<file path="config.mk">
export PLATFORM = sky130hd
export DESIGN_NAME = multi_port_mem_ctrl
export DESIGN_NICKNAME = d
export VERILOG_FILES = /design/src/rtl/multi_port_mem_ctrl.sv
export SDC_FILE = /design/constraint.sdc
export NUM_CORES = 1
export LEC_CHECK = 0
export CAP_MARGIN = 5
export CELL_PAD_IN_SITES_DETAIL_PLACEMENT = 0
export CELL_PAD_IN_SITES_GLOBAL_PLACEMENT = 1
export CORE_MARGIN = 5
export CORE_UTILIZATION = 25
export DETAILED_ROUTE_END_ITERATION = 8
export HOLD_SLACK_MARGIN = 0.02
export PLACE_DENSITY = 0.56
export RECOVER_POWER = 100
export SLEW_MARGIN = 20
export SYNTH_ARGS = -nofsm -noshare
export SYNTH_HDL_FRONTEND = slang
export SYNTH_SLANG_ARGS = --single-unit
</file>
<file path="constraint.sdc">
create_clock -name clk_in -period 2.8 [get_ports clk_in]
set_input_delay 0.7 -clock clk_in [delete_from_list [all_inputs] [get_ports clk_in]]
set_output_delay 0.7 -clock clk_in [all_outputs]
set_load 0.01 [all_outputs]
</file>
<file path="src/rtl/multi_port_mem_ctrl.sv">
// Multi-port byte-serial memory controller: round-robin grant, one 1/2/4-byte transfer in flight.
// Optional MPMC_IO_STALL_EN: hold IO-window (addr[17:16]==2'b11) store bytes while io_buffer_full is high.
module multi_port_mem_ctrl #(
    parameter int unsigned NUM_PORTS  = 2,
    parameter int unsigned FLUSH_MASK = 1
) (
    input  logic                    clk_in,
    input  logic                    rst_in,
    input  logic                    rdy_in,
    input  logic                    flush_in,
    input  logic                    io_buffer_full,
    input  logic [7:0]              mem_din,
    output logic [7:0]              mem_dout,
    output logic [31:0]             mem_a,
    output logic                    mem_wr,
    input  logic [NUM_PORTS-1:0]    req_valid_in,
    input  logic [NUM_PORTS-1:0]    req_wr_in,
    input  logic [32*NUM_PORTS-1:0] req_addr_in,
    input  logic [3*NUM_PORTS-1:0]  req_len_in,
    input  logic [32*NUM_PORTS-1:0] req_wdata_in,
    output logic [NUM_PORTS-1:0]    resp_valid_out,
    output logic [31:0]             resp_rdata_out
);
    localparam int unsigned PW    = (NUM_PORTS > 1) ? $clog2(NUM_PORTS) : 1;
    localparam logic [7:0]  FMASK = 8'(FLUSH_MASK);

    typedef enum logic [1:0] {IDLE, READ, WRITE} state_e;

    state_e               state_q, state_d;
    logic [PW-1:0]        port_q, port_d, rr_q, rr_d;
    logic [31:0]          addr_q, addr_d, wdata_q, wdata_d;
    logic [31:0]          buf_q, buf_d, rdata_q, rdata_d, mem_a_q, mem_a_d;
    logic [1:0]           lenm1_q, lenm1_d, idx_q, idx_d, rx_idx_q, rx_idx_d;
    logic                 act_q, act_d, rx_vld_q, rx_vld_d, last_q, last_d;
    logic                 mem_wr_q, mem_wr_d;
    logic [7:0]           mem_dout_q, mem_dout_d;
    logic [NUM_PORTS-1:0] resp_q, resp_d;
    logic [1:0]           idx_nx_c;
    logic                 io_stall_c, got_last_c, grant_found;
    int                   cand, gi;

`ifdef MPMC_IO_STALL_EN
    assign io_stall_c = (state_q == WRITE) && io_buffer_full && (mem_a_q[17:16] == 2'b11);
`else
    logic unused_io_full;
    assign unused_io_full = io_buffer_full;
    assign io_stall_c     = 1'b0;
`endif

    assign idx_nx_c   = idx_q + 2'd1;
    assign got_last_c = last_q || (rx_vld_q && (rx_idx_q == lenm1_q));

    // Next-state, grant arbitration and byte sequencing
    always_comb begin
        state_d    = state_q;
        port_d     = port_q;
        rr_d       = rr_q;
        addr_d     = addr_q;
        wdata_d    = wdata_q;
        lenm1_d    = lenm1_q;
        idx_d      = idx_q;
        act_d      = act_q;
        buf_d      = buf_q;
        last_d     = last_q;
        rdata_d    = rdata_q;
        resp_d     = resp_q;
        mem_a_d    = mem_a_q;
        mem_dout_d = mem_dout_q;
        mem_wr_d   = mem_wr_q;
        grant_found = 1'b0;
        cand       = 0;
        gi         = 0;

        // Read byte lands one cycle after its address; recapture while frozen is harmless
        rx_vld_d = (state_q == READ) && act_q;
        rx_idx_d = idx_q;
        if (rx_vld_q) begin
            buf_d[{rx_idx_q, 3'b000} +: 8] = mem_din;
        end
        if (state_q == READ) begin
            last_d = got_last_c;
        end

        if (rdy_in) begin
            resp_d  = '0;
            rdata_d = '0;
            case (state_q)
                IDLE: begin
                    mem_a_d    = '0;
                    mem_dout_d = '0;
                    mem_wr_d   = 1'b0;
                    for (int off = 1; off <= int'(NUM_PORTS); off++) begin
                        cand = (int'(rr_q) + off) % int'(NUM_PORTS);
                        if (!grant_found && req_valid_in[cand] && !(flush_in && FMASK[cand])) begin
                            grant_found = 1'b1;
                            gi          = cand;
                        end
                    end
                    if (grant_found) begin
                        port_d  = PW'(gi);
                        rr_d    = PW'(gi);
                        addr_d  = req_addr_in[32*gi +: 32];
                        wdata_d = req_wdata_in[32*gi +: 32];
                        mem_a_d = req_addr_in[32*gi +: 32];
                        idx_d   = 2'd0;
                        last_d  = 1'b0;
                        case (req_len_in[3*gi +: 3])
                            3'd1:    lenm1_d = 2'd0;
                            3'd2:    lenm1_d = 2'd1;
                            default: lenm1_d = 2'd3;
                        endcase
                        if (req_wr_in[gi]) begin
                            state_d    = WRITE;
                            mem_wr_d   = 1'b1;
                            mem_dout_d = req_wdata_in[32*gi +: 8];
                        end else begin
                            state_d = READ;
                            act_d   = 1'b1;
                            buf_d   = '0;
                        end
                    end
                end
                READ: begin
                    if (flush_in && FMASK[port_q]) begin
                        state_d = IDLE;
                        act_d   = 1'b0;
                        mem_a_d = '0;
                    end else if (act_q) begin
                        if (idx_q == lenm1_q) begin
                            act_d   = 1'b0;
                            mem_a_d = '0;
                        end else begin
                            idx_d   = idx_nx_c;
                            mem_a_d = addr_q + 32'(idx_nx_c);
                        end
                    end else if (got_last_c) begin
                        state_d         = IDLE;
                        resp_d[port_q]  = 1'b1;
                        rdata_d         = buf_d;
                    end
                end
                WRITE: begin
                    if (!io_stall_c) begin
                        if (idx_q == lenm1_q) begin
                            state_d        = IDLE;
                            resp_d[port_q] = 1'b1;
                            mem_a_d        = '0;
                            mem_dout_d     = '0;
                            mem_wr_d       = 1'b0;
                        end else begin
                            idx_d      = idx_nx_c;
                            mem_a_d    = addr_q + 32'(idx_nx_c);
                            mem_dout_d = wdata_q[{idx_nx_c, 3'b000} +: 8];
                        end
                    end
                end
                default: state_d = IDLE;
            endcase
        end
    end

    always_ff @(posedge clk_in or negedge rst_in) begin
        if (!rst_in) begin
            state_q    <= IDLE;
            port_q     <= '0;
            rr_q       <= PW'(NUM_PORTS - 1);
            addr_q     <= '0;
            wdata_q    <= '0;
            lenm1_q    <= '0;
            idx_q      <= '0;
            act_q      <= 1'b0;
            rx_vld_q   <= 1'b0;
            rx_idx_q   <= '0;
            last_q     <= 1'b0;
            buf_q      <= '0;
            rdata_q    <= '0;
            resp_q     <= '0;
            mem_a_q    <= '0;
            mem_dout_q <= '0;
            mem_wr_q   <= 1'b0;
        end else begin
            state_q    <= state_d;
            port_q     <= port_d;
            rr_q       <= rr_d;
            addr_q     <= addr_d;
            wdata_q    <= wdata_d;
            lenm1_q    <= lenm1_d;
            idx_q      <= idx_d;
            act_q      <= act_d;
            rx_vld_q   <= rx_vld_d;
            rx_idx_q   <= rx_idx_d;
            last_q     <= last_d;
            buf_q      <= buf_d;
            rdata_q    <= rdata_d;
            resp_q     <= resp_d;
            mem_a_q    <= mem_a_d;
            mem_dout_q <= mem_dout_d;
            mem_wr_q   <= mem_wr_d;
        end
    end

    // Strobes are masked at once by a freeze or IO stall, then re-issued on resume
    assign mem_a          = mem_a_q;
    assign mem_dout       = mem_dout_q;
    assign mem_wr         = mem_wr_q & rdy_in & ~io_stall_c;
    assign resp_valid_out = resp_q & {NUM_PORTS{rdy_in}};
    assign resp_rdata_out = rdata_q;

endmodule

</file>
==> results.toml <==
[global_route]
use_met3_pct = 3.57
gr-total-overflow = 0
antenna_found_initial = 3
grt_first_pass_wirelength_mm = 43.7
grt_pass1_vias = 7507
grt_usage_pct = 14.0
grt_max_degree = 91
use_met2_pct = 21.6
grt-busiest-layer = "met2"
use_met1_pct = 20.0

[setup_path]
cp_max_fo = 19
path_buf_inv = 3
r2r_slack_ns = 0.30
required_ns = 3.10
max_stage_delay_ns = 0.55
crit_arrival_ns = 2.93
path_class = "in2reg"
worst_path_dominant_cell_family = "buffers and inverters"
slowest_stage = "nand2_1"
startpoint_type = "input port"
cp_cell_sequence = "clkdlybuf4s50_1, nand3b_1, nand2_1, buf_12, clkbuf_2, mux2i_1, o21ai_0"
crit_path_end_kind = "flip-flop"

[cts]
hold_buffers = 0
numCtsBuffers = 17
clk_pin_slew_ns = 0.07
clock_tree.buffer_depth = 2
cts_max_level = 4
tritoncts = "done"
cts_setup_buffers = 0
clk_latency_ns = 0.43
clock_sinks = 184
clock-root-buffer = "clkbuf_16"

[drt]
wirelength_mm = 27.6
dr.pass1.iters = 4
wl_per_cell_um = 17.7
vias = 7080
drt_iter0_drc = 374
ant_nets = 0
vias_per_cell = 4.54
route.detailed.drc = 0

[sta]
finClkSkew_ns = 0.0188
grt_setup_unrepaired = "no"
worst_slew_pin_slew_ns = 1.95
setup_viol = 0
fmax_ghz = 0.380
period_share_pct = 94.1
maxSlewViolCount = 65
layout_setup_ws_ns = 0.166
fin_crit_ns = 2.63
finalHoldViolations = 0
relSlewSlack_pct = -30.0
setup_tns_ns = 0

[finish]
drive_gt1_share_pct = 7.46
utilization_pct = 35.2
n_antenna_cell = 0
finalNonFillerCells = 1560
final_nets = 1251
syn2layout_area_growth_pct = 39.5
final_cell_area_mm2 = 0.0125

[synth]
yosysTopAreaCell = "dfrtp_1"
yosysWarnings = 0
ys_async_sr_fraction_pct = 100
ys_seq_area_share_pct = 51.5
synth_fp_nets = 1028
avgSynthCellArea_um2 = 10.3
synth_ff_type = "dfrtp_1"
netlist_area_mm2 = 0.00894
synth_area_leaders = "dfrtp_1, mux2i_1, nand2_1"
synth_seq_cells = 184
synth_cell_types = 57
synth_edf_count = 0
netlist_instances = 865
synth_top_area_share_pct = 51.2

[die]
dieHeight_um = 199
core_area_mm2 = 0.0354
top_level_ports = 226
dieArea_mm2 = 0.0396
dieWidth_um = 199
rows = 69
start_util_pct = 25.3

[placement]
dpl_cell_area_mm2 = 0.0119
gp_congestion = 0.718
place_ws_ns = 0.108
dp_cells = 1530
hpwlAfterDp_mm = 20.3
portBuffers = 224

[power_and_ir_drop]
power.share.combinational_pct = 34.3
p_leak_nw = 5.42
switching_share_pct = 35.2
seq_power_share_pct = 40.3
power.share.clock_pct = 25.4
p_int_w = 0.00675
power_per_cell_area_mw_per_mm2 = 834
ir_drop_v = 0.000447
power.switching_w = 0.00366

[worst_hold_path]
hp-class = "reg2reg"

[outcome]
violations = "max-capacitance violations, max-slew violations"
status = "finished with violations"

[run]
drv_cap = 1
==> routing by layer <==
layer	vias up	wire [um]
met1	3366	13100
met2	159	12600
met4	6	357
met3	24	1400
met5	-	36
li1	3525	-
==> cells by family (layout without fill, tap and decap cells) <==
family	after synthesis	in the layout	synth area share (%)
XOR/XNOR	37	37	3.62
buffers and inverters	102	336	4.42
flip-flops	184	184	51.5
multiplexers	76	76	9.66
AO/OA/AOI/OAI	214	214	16.0
AND/OR/NAND/NOR	240	240	13.0
adder cells (fa/ha/maj)	12	12	1.76
==> metrics by stage <==
step | hold WS, ns | power (W)
3_3_place_gp | 0.459 | 0.00803
5_1_grt | 0.507 | 0.0112
2_1_floorplan | 0.404 | 0.00623
3_5_place_dp | 0.468 | 0.00807
6_report | 0.479 | 0.0104
4_1_cts | 0.289 | 0.0108
==> final timing paths <==
kind	start	endpoint	cells after the start
worst max-delay path	flush_in	wdata_q[13]	7
worst min-delay path	wdata_q[18]	wdata_q[18]	2
worst max register to register	idx_q[0]	mem_a[28]	8
worst min register to register	wdata_q[18]	wdata_q[18]	2
max in group asynchronous	rst_in	wdata_q[12]	2
min in group asynchronous	rst_in	mem_a[16]	1
==> repair_timing <==
item | 4_1_cts | 5_1_grt
resized for setup | 0 | 1
hold endpoints to repair | 0 | 0
setup endpoints to repair | 0 | 1
==> tightest hold or removal path: stages (launching register included) <==
cell and delay [ns]:
dfrtp_1 0.34, nand2_1 0.04, o21ai_0 0.06
==> cells in the final DEF (no fill, tap or decap), types with 10 or more instances in the layout <==
| cell type | Yosys | final |
|---|---|---|
| dfrtp_1 | 183 | 182 |
| clkdlybuf4s50_1 | 0 | 147 |
| nand2_1 | 113 | 113 |
| dlygate4sd3_1 | 0 | 75 |
| o21ai_0 | 72 | 72 |
| mux2i_1 | 66 | 66 |
| nor2_1 | 53 | 53 |
| inv_1 | 46 | 46 |
| a22oi_1 | 32 | 32 |
| o22ai_1 | 32 | 32 |
| o221ai_1 | 29 | 32 |
| xnor2_1 | 30 | 30 |
| clkbuf_16 | 0 | 17 |
| buf_4 | 0 | 16 |
| o21a_1 | 12 | 12 |
| nand3_1 | 11 | 11 |
| ha_1 | 11 | 11 |
| a21oi_1 | 10 | 10 |
==> registers in the layout, summed over array words and instances, names as in the netlist <==
register	cells
resp_rdata_out	32
rx_vld_q	1
rr_q	1
wdata_q	32
state_q	2
rx_idx_q	2
buf_q	32
port_q	1
resp_q	2
addr_q	32
last_q	1
idx_q	2
mem_a	32
mem_wr_q	1
mem_dout	8
lenm1_q	2
act_q	1
==> area by class of cell <==
type,instances,area [um2]
Fill cell,3684,22900
Sequential cell,184,4610
Multi-Input combinational cell,579,3920
Timing Repair Buffer,260,2560
Tap cell,461,577
Clock buffer,18,439
Clock inverter,12,189
Inverter,46,173
==> cells in the mapped netlist, types with 3 or more instances <==
cell type	n
a21oi_1	10
a22oi_1	32
a2bb2oi_1	8
a31oi_1	3
and2_1	6
and3_1	4
and4_1	3
buf_1	7
buf_2	4
clkbuf_1	44
dfrtp_1	183
ha_1	11
inv_1	46
mux2i_1	66
mux4_2	8
nand2_1	113
nand3_1	11
nand4_1	7
nor2_1	53
nor2b_1	9
nor3_1	6
nor4_1	6
nor4_4	3
o21a_1	12
o21ai_0	72
o221ai_1	29
o221ai_2	3
o22ai_1	32
xnor2_1	30
xor2_1	7
==> power groups by stage <==
stage	clock, W	sequential [W]	combinational (W)
after floorplan	0	0.00418	0.00204
after global placement	0	0.00424	0.00379
after detailed placement	0	0.00425	0.00381
after CTS	0.00273	0.00422	0.00383
after global routing	0.00282	0.00434	0.00400
final	0.00264	0.00420	0.00357
Power figures use the tool's default switching activity.
